==> config.mk <==
export PLATFORM = sky130hd
export DESIGN_NAME = controle_letreiro
export DESIGN_NICKNAME = d
export VERILOG_FILES = /design/src/rtl/letreiro_pkg.sv /design/src/rtl/divisor_tick.sv /design/src/rtl/controle_letreiro.sv
export SDC_FILE = /design/constraint.sdc
export NUM_CORES = 1
export LEC_CHECK = 0
export ABC_AREA = 0
export BUFFER_PORTS_ARGS = -buffer_cell sky130_fd_sc_hd__buf_2
export CORE_MARGIN = 2
export CORE_UTILIZATION = 53
export DETAILED_ROUTE_END_ITERATION = 12
export GPL_TIMING_DRIVEN = 0
export PLACE_DENSITY = 0.76
export SLEW_MARGIN = 20
export SYNTH_ARGS = -nofsm -noshare
export SYNTH_HDL_FRONTEND = slang
export SYNTH_SLANG_ARGS = --single-unit
==> constraint.sdc <==
create_clock -name clock -period 2.4 [get_ports clock]
set_input_delay 0.36 -clock clock [delete_from_list [all_inputs] [get_ports clock]]
set_output_delay 0.36 -clock clock [all_outputs]
set_load 0.02 [all_outputs]
==> src/rtl/letreiro_pkg.sv <==
// Shared definitions for the scrolling sign controller: FSM states,
// 3-bit letter codes, message length and the circular message table.
package letreiro_pkg;

  typedef enum logic [1:0] {
    PARADO  = 2'b00,
    ROLANDO = 2'b01,
    PAUSADO = 2'b10
  } estado_t;

  localparam logic [2:0] COD_U       = 3'b000;
  localparam logic [2:0] COD_F       = 3'b001;
  localparam logic [2:0] COD_E       = 3'b010;
  localparam logic [2:0] COD_R       = 3'b011;
  localparam logic [2:0] COD_S       = 3'b100;
  localparam logic [2:0] COD_A       = 3'b101;
  localparam logic [2:0] COD_APAGADO = 3'b111;

  localparam int unsigned MSG_LEN = 10;

  // Entry 0 sits in the low three bits.
  localparam logic [3*MSG_LEN-1:0] MENSAGEM = {
    COD_APAGADO, COD_APAGADO, COD_APAGADO, COD_APAGADO,
    COD_A, COD_S, COD_R, COD_E, COD_F, COD_U
  };

  // (pos + k) mod MSG_LEN, for pos already in 0..MSG_LEN-1 and k in 0..3.
  function automatic logic [3:0] indice_circular(input logic [3:0] pos,
                                                 input logic [1:0] k);
    logic [4:0] soma;
    soma = {1'b0, pos} + {3'b000, k};
    if (soma >= 5'(MSG_LEN)) begin
      soma = soma - 5'(MSG_LEN);
    end
    return soma[3:0];
  endfunction

  // Message lookup; out-of-range indices read as blank.
  function automatic logic [2:0] letra(input logic [3:0] idx);
    logic [2:0] cod;
    cod = COD_APAGADO;
    for (int unsigned i = 0; i < MSG_LEN; i++) begin
      if (idx == 4'(i)) begin
        cod = MENSAGEM[3*i +: 3];
      end
    end
    return cod;
  endfunction

endpackage

==> src/rtl/divisor_tick.sv <==
// Scroll-step prescaler: counts 0..DIVISOR-1 while enabled and flags the
// terminal count as a tick; limpa restarts the count from zero.
module divisor_tick #(
  parameter int unsigned DIVISOR = 50000000
) (
  input  logic clock,
  input  logic reset,
  input  logic habilita,
  input  logic limpa,
  output logic tick
);

  localparam int unsigned W = (DIVISOR > 2) ? $clog2(DIVISOR) : 1;
  localparam logic [W-1:0] ULTIMO = W'(DIVISOR - 1);

  logic [W-1:0] cont_q, cont_d;

  assign tick = habilita && (cont_q == ULTIMO);

  // Next count: clear has priority, otherwise count and wrap while enabled.
  always_comb begin
    cont_d = cont_q;
    if (limpa) begin
      cont_d = '0;
    end else if (habilita) begin
      if (cont_q == ULTIMO) begin
        cont_d = '0;
      end else begin
        cont_d = cont_q + 1'b1;
      end
    end
  end

  // Count register with synchronous reset.
  always_ff @(posedge clock) begin
    if (reset) begin
      cont_q <= '0;
    end else begin
      cont_q <= cont_d;
    end
  end

endmodule

==> src/rtl/controle_letreiro.sv <==
// Scrolling sign controller: walks a 10-entry circular message across four
// 3-bit letter outputs, with start/stop/pause control and scroll direction.
module controle_letreiro
  import letreiro_pkg::*;
#(
  parameter int unsigned DIVISOR = 50000000
) (
  input  logic       clock,
  input  logic       reset,
  input  logic       iniciar,
  input  logic       parar,
  input  logic       pausar,
  input  logic       direcao,
  output logic [2:0] codigo0,
  output logic [2:0] codigo1,
  output logic [2:0] codigo2,
  output logic [2:0] codigo3,
  output logic [3:0] posicao,
  output logic       passo,
  output logic [1:0] estado
);

  estado_t    estado_q, estado_d;
  logic [3:0] pos_q, pos_d;
  logic       passo_q, passo_d;
  logic       habilita, limpa, tick;

  // Prescaler only runs in an undisturbed ROLANDO cycle, so a tick that
  // coincides with parar/iniciar/pausar is never produced; this also keeps
  // the tick independent of the FSM's own next-state logic.
  assign habilita = (estado_q == ROLANDO) && !parar && !iniciar && !pausar;
  assign limpa    = parar || iniciar;

  divisor_tick #(
    .DIVISOR (DIVISOR)
  ) u_divisor (
    .clock    (clock),
    .reset    (reset),
    .habilita (habilita),
    .limpa    (limpa),
    .tick     (tick)
  );

  // FSM and position update, priority parar > iniciar > pausar > tick.
  always_comb begin
    estado_d = estado_q;
    pos_d    = pos_q;
    passo_d  = 1'b0;
    if (parar) begin
      estado_d = PARADO;
      pos_d    = '0;
    end else if (iniciar) begin
      estado_d = ROLANDO;
      pos_d    = '0;
    end else begin
      unique case (estado_q)
        ROLANDO: begin
          if (pausar) begin
            estado_d = PAUSADO;
          end else if (tick) begin
            passo_d = 1'b1;
            if (direcao) begin
              pos_d = (pos_q == 4'd0) ? 4'(MSG_LEN - 1) : pos_q - 4'd1;
            end else begin
              pos_d = (pos_q == 4'(MSG_LEN - 1)) ? 4'd0 : pos_q + 4'd1;
            end
          end
        end
        PAUSADO: begin
          if (!pausar) begin
            estado_d = ROLANDO;
          end
        end
        default: begin
          estado_d = PARADO;
        end
      endcase
    end
  end

  // State, position and step-pulse registers with synchronous reset.
  always_ff @(posedge clock) begin
    if (reset) begin
      estado_q <= PARADO;
      pos_q    <= '0;
      passo_q  <= 1'b0;
    end else begin
      estado_q <= estado_d;
      pos_q    <= pos_d;
      passo_q  <= passo_d;
    end
  end

  // Letter outputs derived from registered state so they align with posicao.
  always_comb begin
    codigo0 = COD_APAGADO;
    codigo1 = COD_APAGADO;
    codigo2 = COD_APAGADO;
    codigo3 = COD_APAGADO;
    if (estado_q != PARADO) begin
      codigo0 = letra(indice_circular(pos_q, 2'd0));
      codigo1 = letra(indice_circular(pos_q, 2'd1));
      codigo2 = letra(indice_circular(pos_q, 2'd2));
      codigo3 = letra(indice_circular(pos_q, 2'd3));
    end
  end

  assign posicao = pos_q;
  assign passo   = passo_q;
  assign estado  = estado_q;

endmodule

==> metrics.cfg, run 1 <==
[final_layout]
multi_input_area_mm2=0.00177
seqCellArea_um2=679
drive_above_1_share_pct=34.4
nFillCells=264
nets=381
areaGrowthSynthToFinish_pct=40.0
final_cells=410
n_antenna_cell=0

[route]
post_drt_wl_per_cell_um=15.9
drt_iter0_drc=184
wl_mm=6.52
first_pass_iters=4
num_vias=2381
drc=0
antenna_left=0
viasPerCell=5.81

[critical_path]
crit_top_cell=buf_6
endpoint_kind=output pin
worstPathRequired_ps=2040
critPathKind=register to output pin
crit_path_max_fanout=5
crit_buf_inv=4
crit_path_cell_trace=buf_8, clkinvlp_4, buf_6, ha_4, nand2b_4, a21boi_4, a21oi_2, nor3_2, or4b_4, buf_6
cp_top_family=simple AND/OR/NAND/NOR gates
critPathSlowestCell=or4b_4
cp-start-kind=register
cpPeakStageDelay_ps=530
cp.arrival_ps=2440

[grt]
grtUsageTotal_pct=26.0
grt_pass1_wl_mm=10.3
overflow=0
antenna_found_initial=0
grt_pass1_vias=2120
grt_max_degree=11

[sta]
fmax_mhz=357
finClkSkew_ps=6.11
hold_violations=0
relSlewSlack_pct=51.4
period_needed_ps=2800
fin_ws_ps=-403
tightest_slew_ps=726
holdWs_ps=277
final-max-slew-violation-count=0
setup_viol=12
setup_tns_ps=-3090
timing.final.crit_share_pct=117
rsz0062_at_grt=yes

[clocking]
clk_latency_ps=290
clock_sinks=33
clockRootBuffer=clkbuf_8
cts_buffers=5
holdBufCountCts=0
clockBufferDepth=2
cts_tree=built
clk_pin_slew_worst_paths_ps=70
htree_levels=2

[pwr]
power.internal_mw=0.764
p_total_mw=0.999
seq_power_share_pct=54.6
ir_drop_v=0.000418
p_per_area_mw_per_mm2=312
power_frac_clock_pct=39.2
p_sw_mw=0.235
power.leakage_nw=1.16
combPwrFrac_pct=6.2
switching_share_pct=23.5

[synthesis]
ys_seq_area_share_pct=28.9
ys.warnings.count=0
ys_types=53
yosys_most_used_dff=dfxtp_1
syn_nets=313
syn-cell-area_mm2=0.00229
netlist_instances=292
synth_edf_count=0
synth_seq_cells=33
ys_async_sr_fraction_pct=0
avgSynthCellArea_um2=7.84

[place]
io_buffers=24
place_congestion=0.864
dp_hpwl_mm=3.92
dpl.cell_count=366

[die]
dieArea_mm2=0.00486
rows=23
fp.dieH_um=69.7
initial_core_util_pct=56.0
dieWidth_um=69.7
ios=25
core_mm2=0.00409

[run]
cap_violations=0

[status]
violations=setup timing
status=complete, but fails checks

[hold_path]
min_path_type=input port to register

==> through the flow <==
step	util (%)	setup slack, ps	area (um2)
3_3_place_gp	62.8	-354	2570
4_1_cts	73.4	-335	3000
6_report	78.4	-403	3200
2_1_floorplan	-	-62.4	2380
3_5_place_dp	62.8	-368	2570
5_1_grt	78.4	-473	3200
==> power groups by stage <==
| stage | Combinational [mW] | Clock, mW | Sequential, mW |
|---|---|---|---|
| after floorplan | 0.0338 | 0 | 0.561 |
| after global placement | 0.0538 | 0 | 0.560 |
| after detailed placement | 0.0543 | 0 | 0.560 |
| after CTS | 0.0587 | 0.399 | 0.547 |
| after global routing | 0.0674 | 0.427 | 0.545 |
| final | 0.0624 | 0.392 | 0.545 |
==> routing by layer <==
layer  track usage, %  wire length, um
met1             37.7             3080
met2             39.7             3010
met5                0                0
met3             5.67              358
met4             5.56               74
==> cells in the mapped netlist, types with 9 or more instances <==
| library cell | n | area, um2 |
|---|---|---|
| o21ai_0 | 13 | 65.1 |
| ha_1 | 15 | 188 |
| nor2_1 | 44 | 165 |
| nand2_1 | 20 | 75.1 |
| clkbuf_1 | 9 | 33.8 |
| inv_1 | 10 | 37.5 |
| nand4_1 | 10 | 62.6 |
| nand3_1 | 9 | 45.0 |
| xor2_1 | 12 | 105 |
| dfxtp_1 | 33 | 661 |
| nor3_1 | 9 | 45.0 |
| a21oi_1 | 14 | 70.1 |
| xnor2_1 | 16 | 140 |
==> flip-flops by register name, summed over array words and instances (netlist names) <==
| signal | flops |
|---|---|
| estado | 2 |
| passo | 1 |
| posicao | 4 |
| u_divisor.cont_q | 26 |
==> layout make-up <==
cell class,count,area share (%)
Clock inverter,1,0.156
Clock buffer,6,2.27
Inverter,10,1.56
Multi-Input combinational cell,235,55.2
Timing Repair Buffer,62,14.1
Sequential cell,33,21.2
Buffer,13,3.55
Tap cell,50,1.95
==> final timing paths <==
kind	cells past startpoint	start	slack (ps)	end
worst max register to register	7	u_divisor.cont_q[0]	70	u_divisor.cont_q[18]
worst min-delay path	2	parar	280	estado[0]
worst min register to register	2	u_divisor.cont_q[25]	520	u_divisor.cont_q[25]
worst max-delay path	10	posicao[1]	-400	codigo2[0]
==> logic make-up after synthesis <==
group | count (synthesis) | share of synthesized area, %
XOR/XNOR | 28 | 10.7
adder cells (fa/ha/maj) | 15 | 8.20
buffers and inverters | 24 | 4.43
multiplexers | 3 | 1.37
AND/OR/NAND/NOR | 137 | 31.9
AO/OA/AOI/OAI | 52 | 14.5
flip-flops | 33 | 28.9
==> cells in the final DEF, fill, tap and decap left out, drive strengths merged, types with 7 or more instances in the layout <==
cell type   n
inv         7
clkbuf     13
nor3        9
ha         15
buf        68
nand2      20
dfxtp      33
nor2       44
nand4      10
nand2b      8
xnor2      16
o21ai      13
xor2       12
nand3       9
a21oi      15
==> what timing repair did <==
action,CTS,global route
pin swaps,11,15
endpoints found under the hold margin,0,0
buffers inserted,26,12
setup endpoints to repair,30,35
resized for setup,41,32
Note: power is estimated with default switching activity, not from simulation.
==> run 2, diff against run 1 <==
--- a/config.mk
+++ b/config.mk
@@ -6,12 +6,13 @@
 export NUM_CORES = 1
 export LEC_CHECK = 0
 export ABC_AREA = 0
-export BUFFER_PORTS_ARGS = -buffer_cell sky130_fd_sc_hd__buf_2
+export CORE_ASPECT_RATIO = 0.9
 export CORE_MARGIN = 2
-export CORE_UTILIZATION = 53
+export CORE_UTILIZATION = 54
 export DETAILED_ROUTE_END_ITERATION = 12
+export DONT_BUFFER_PORTS = 1
 export GPL_TIMING_DRIVEN = 0
-export PLACE_DENSITY = 0.76
+export PLACE_DENSITY = 0.72
 export SLEW_MARGIN = 20
 export SYNTH_ARGS = -nofsm -noshare
 export SYNTH_HDL_FRONTEND = slang
==> metrics.cfg, run 2 (same netlist as run 1, synthesis figures left out) <==
[sta]
relSlewSlack_pct=49.9
rsz0062_at_grt=yes
finClkSkew_ps=7.52
period_needed_ps=2860
setup_tns_ps=-3970
fmax_mhz=350
tightest_slew_ps=749
timing.final.crit_share_pct=119
fin_ws_ps=-458
hold_violations=0
final-max-slew-violation-count=0
setup_viol=11

[final_layout]
fin_util_pct=72.7
top_register=u_divisor.cont_q
areaGrowthSynthToFinish_pct=29.5
n_antenna_cell=0
largest_reg_flops=26
final_common_cell=nor2_1
layout_common_cells=nor2_1 (43), dfxtp_1 (27), buf_4 (18)
nFillCells=306
nets=341
drive_above_1_share_pct=28.0

[die]
dieWidth_um=72.6
rows=22
dieArea_mm2=0.00478
initial_core_util_pct=56.2
core_mm2=0.00407
fp.dieH_um=65.8
ios=25

[route]
post_drt_wl_per_cell_um=17.2
viasPerCell=6.16
first_pass_iters=5
num_vias=2274
drt_iter0_drc=189
drc=0
antenna_left=0
wl_mm=6.33

[critical_path]
critPathKind=register to output pin
reg2reg_from=u_divisor.cont_q[0]
worstPathRequired_ps=2040
crit_path_max_fanout=7
cp-start-kind=register
critPathLaunch=posicao[1]
cp.arrival_ps=2500
rrSetupSlack_ps=110
endpoint_kind=output pin

[status]
status=complete, but fails checks
violations=setup timing

[place]
dp_hpwl_mm=3.84
place_congestion=0.884
io_buffers=0

[grt]
grtUsageTotal_pct=27.5
grt_max_degree=11
antenna_found_initial=0
overflow=0
grt_pass1_vias=2114
grt_pass1_wl_mm=10.2

[hold_path]
min_path_type=input port to register
worstHoldStart=reset

[clocking]
cts_tree=built
clk_latency_ps=290
clk_pin_slew_worst_paths_ps=70
clockRootBuffer=clkbuf_8
clock_sinks=33
htree_levels=2
clockBufferDepth=2
cts_buffers=5

[run]
cap_violations=0

[pwr]
p_total_mw=1.06
power.leakage_nw=0.998
p_per_area_mw_per_mm2=358
ir_drop_v=0.000354

==> run 2: changes by cell type in the layout (fill, tap and decap cells not counted), sizes merged <==
cell,before,now
clkbuf,13,14
buf,68,28
inv,7,8
clkinv,2,1
==> run 2: worst paths after layout <==
kind / to / cells past startpoint
worst max-delay path: codigo3[0] / 10
worst min-delay path: estado[0] / 1
worst max register to register: posicao[0] / 7
worst min register to register: u_divisor.cont_q[25] / 2
==> run 2: timing repair <==
action	in CTS	in global routing
buffers inserted	19	3
resized for setup	38	25
hold buffers	0	0
pin swaps	15	15
setup endpoints to repair	31	35
==> run 2: final cells by class <==
type	count	area [um2]	area share (%)
tap	48	60.1	2.03
buffer	13	115	3.89
timing repair buffer	22	180	6.08
sequential	33	676	22.8
multi-input combinational	235	1780	60.1
inverter	10	50.0	1.69
clock inverter	1	5.00	0.169
clock buffer	7	96.3	3.25
==> run 2: worst max-delay path, stage by stage (launching register included) <==
cell,delay (ps)
dfxtp_4,450
buf_8,130
clkinvlp_4,180
ha_4,230
nand2b_4,160
nand2_4,100
ha_4,160
o21ai_2,70
o2bb2ai_2,150
or3_1,340
nand4_1,230
==> run 2: stage by stage <==
stage	hold WS [ps]	setup slack (ps)	instance area [um2]	cells
finish	121	-458	2960	369
detailed placement	440	-353	2440	340
floorplan	437	-62.4	2380	292
global route	121	-537	2960	369
global placement	440	-366	2440	340
CTS	131	-407	2850	366
==> run 2: report_power, final <==
part           internal (mW)  leakage [nW]  switching, mW
clock                  0.259        0.0542          0.209
combinational         0.0134         0.675         0.0305
sequential             0.545         0.270        0.00347
total                  0.818         0.998          0.243
==> run 2: layer usage <==
metal / vias up / share of wire (%) / routed length (um) / global-route usage, %
met4: 0 / 3.4 / 218 / 9.95
met2: 104 / 44 / 2790 / 41.7
met1: 1053 / 46 / 2910 / 38.0
met3: 24 / 6.5 / 411 / 6.44
li1: 1093 / - / - / -
met5: - / 0 / 0 / 0
==> run 3, diff against run 2 <==
--- a/config.mk
+++ b/config.mk
@@ -6,13 +6,15 @@
 export NUM_CORES = 1
 export LEC_CHECK = 0
 export ABC_AREA = 0
+export CELL_PAD_IN_SITES_DETAIL_PLACEMENT = 1
+export CELL_PAD_IN_SITES_GLOBAL_PLACEMENT = 1
 export CORE_ASPECT_RATIO = 0.9
 export CORE_MARGIN = 2
-export CORE_UTILIZATION = 54
+export CORE_UTILIZATION = 42
 export DETAILED_ROUTE_END_ITERATION = 12
 export DONT_BUFFER_PORTS = 1
 export GPL_TIMING_DRIVEN = 0
-export PLACE_DENSITY = 0.72
+export PLACE_DENSITY_LB_ADDON = 0.1
 export SLEW_MARGIN = 20
 export SYNTH_ARGS = -nofsm -noshare
 export SYNTH_HDL_FRONTEND = slang
==> metrics.cfg, run 3 (same netlist as run 1, synthesis figures left out) <==
[grt]
grt_pass1_vias=2223
antenna_found_initial=0
grt_pass1_wl_mm=11.4
grt_max_degree=12
overflow=0
grtUsageTotal_pct=25.0

[final_layout]
nFillCells=620
top_register=u_divisor.cont_q
areaGrowthSynthToFinish_pct=30.7
nets=345
layout_common_cells=nor2_1 (43), dfxtp_1 (26), buf_4 (23)
n_antenna_cell=0
largest_reg_flops=26
drive_above_1_share_pct=27.7
final_common_cell=nor2_1

[critical_path]
r2r_cells=7
crit_path_max_fanout=7
rrSetupSlack_ps=40
endpoint=codigo3[2]
reg2reg_from=u_divisor.cont_q[1]
r2r_end=posicao[0]
worstPathRequired_ps=2040
cp-start-kind=register
cp.arrival_ps=2610
endpoint_kind=output pin
critPathKind=register to output pin
critPathLaunch=posicao[1]

[route]
viasPerCell=5.83
num_vias=2286
antenna_left=0
drc=0
post_drt_wl_per_cell_um=19.8
first_pass_iters=4
drt_iter0_drc=108
wl_mm=7.77

[place]
dp_hpwl_mm=4.69
place_congestion=0.842
io_buffers=0
dp_worst_setup_slack_ps=-415

[clocking]
holdBufCountCts=0
clockRootBuffer=clkbuf_8
cts_buffers=5
htree_levels=2
clockBufferDepth=2
clk_latency_ps=290
cts_tree=built
clk_pin_slew_worst_paths_ps=70
clock_sinks=33

[status]
violations=setup timing
status=complete, but fails checks

[sta]
final-max-slew-violation-count=0
setup_viol=12
fmax_mhz=337
finClkSkew_ps=8.86
relSlewSlack_pct=46.0
setup_tns_ps=-4920
hold_violations=0
timing.final.crit_share_pct=124
tightest_slew_ps=807
fin_ws_ps=-568
rsz0062_at_grt=yes
period_needed_ps=2970

[hold_path]
min_path_type=input port to register

[die]
dieArea_mm2=0.00606
fp.dieH_um=74.0
dieWidth_um=81.8
rows=25
initial_core_util_pct=43.5
ios=25
core_mm2=0.00526

[pwr]
power.leakage_nw=1.03
combPwrFrac_pct=5.1
power_frac_clock_pct=41.2
power.internal_mw=0.760
ir_drop_v=0.000266
p_per_area_mw_per_mm2=340
seq_power_share_pct=53.8
p_sw_mw=0.257
switching_share_pct=25.3
p_total_mw=1.02

[run]
cap_violations=0

run 3: changes by cell type in the layout (fill, tap and decap cells not counted), sizes merged:
cell | before | now
buf | 28 | 30
clkinvlp | 2 | 3
clkinv | 1 | 2
run 3: how the worst min path moves through the flow:
stage	start	endpoint	cells past startpoint
final	reset	passo	1
after global routing	reset	estado[0]	1
after CTS	reset	estado[0]	1
after detailed placement	reset	estado[0]	1
after global placement	reset	estado[0]	1
after floorplan	reset	estado[0]	1
run 3: critical path, stage by stage (launching register included):
cell and delay [ps]:
dfxtp_4 450, clkbuf_16 160, clkinvlp_4 190, ha_4 240
nand2b_4 90, nand2_4 70, ha_4 170, or3_1 370
a31oi_1 210, nor2_2 80, o211ai_1 270
run 3: repair_timing:
action | CTS | global route
resized for setup | 31 | 32
hold endpoints to repair | 0 | 0
buffers inserted | 15 | 9
setup endpoints to repair | 33 | 38
gates cloned | 1 | 0
pin swaps | 8 | 14
run 3: power by group through the flow:
stage	clock [mW]	combinational, mW	sequential (mW)
finish	0.418	0.0515	0.546
global route	0.456	0.0555	0.547
CTS	0.427	0.0456	0.548
detailed placement	0	0.0416	0.562
global placement	0	0.0408	0.561
floorplan	0	0.0338	0.561
run 3: metal layers:
metal / global-route usage [%] / wire, um
met4: 7.96 / 130
met3: 5.46 / 370
met1: 33.9 / 3690
met2: 39.7 / 3580
met5: 0 / 0
run 3: per-stage QoR:
step / std cells / utilization, % / area [um2] / hold WS, ps
2_1_floorplan: 292 / - / 2380 / 437
3_3_place_gp: 359 / 47.0 / 2470 / 439
3_5_place_dp: 359 / 47.0 / 2470 / 440
4_1_cts: 383 / 53.2 / 2800 / 128
5_1_grt: 392 / 56.9 / 2990 / 119
6_report: 392 / 56.9 / 2990 / 135
run 3: layout make-up:
class                           count  area (um2)  share of cell area [%]
Buffer                             14         115                    3.85
Clock buffer                        5        68.8                    2.30
Clock inverter                      3        17.5                   0.586
Inverter                           10        50.0                    1.67
Multi-Input combinational cell    235        1780                    59.5
Sequential cell                    33         682                    22.8
Tap cell                           67        83.8                    2.80
Timing Repair Buffer               25         195                    6.52
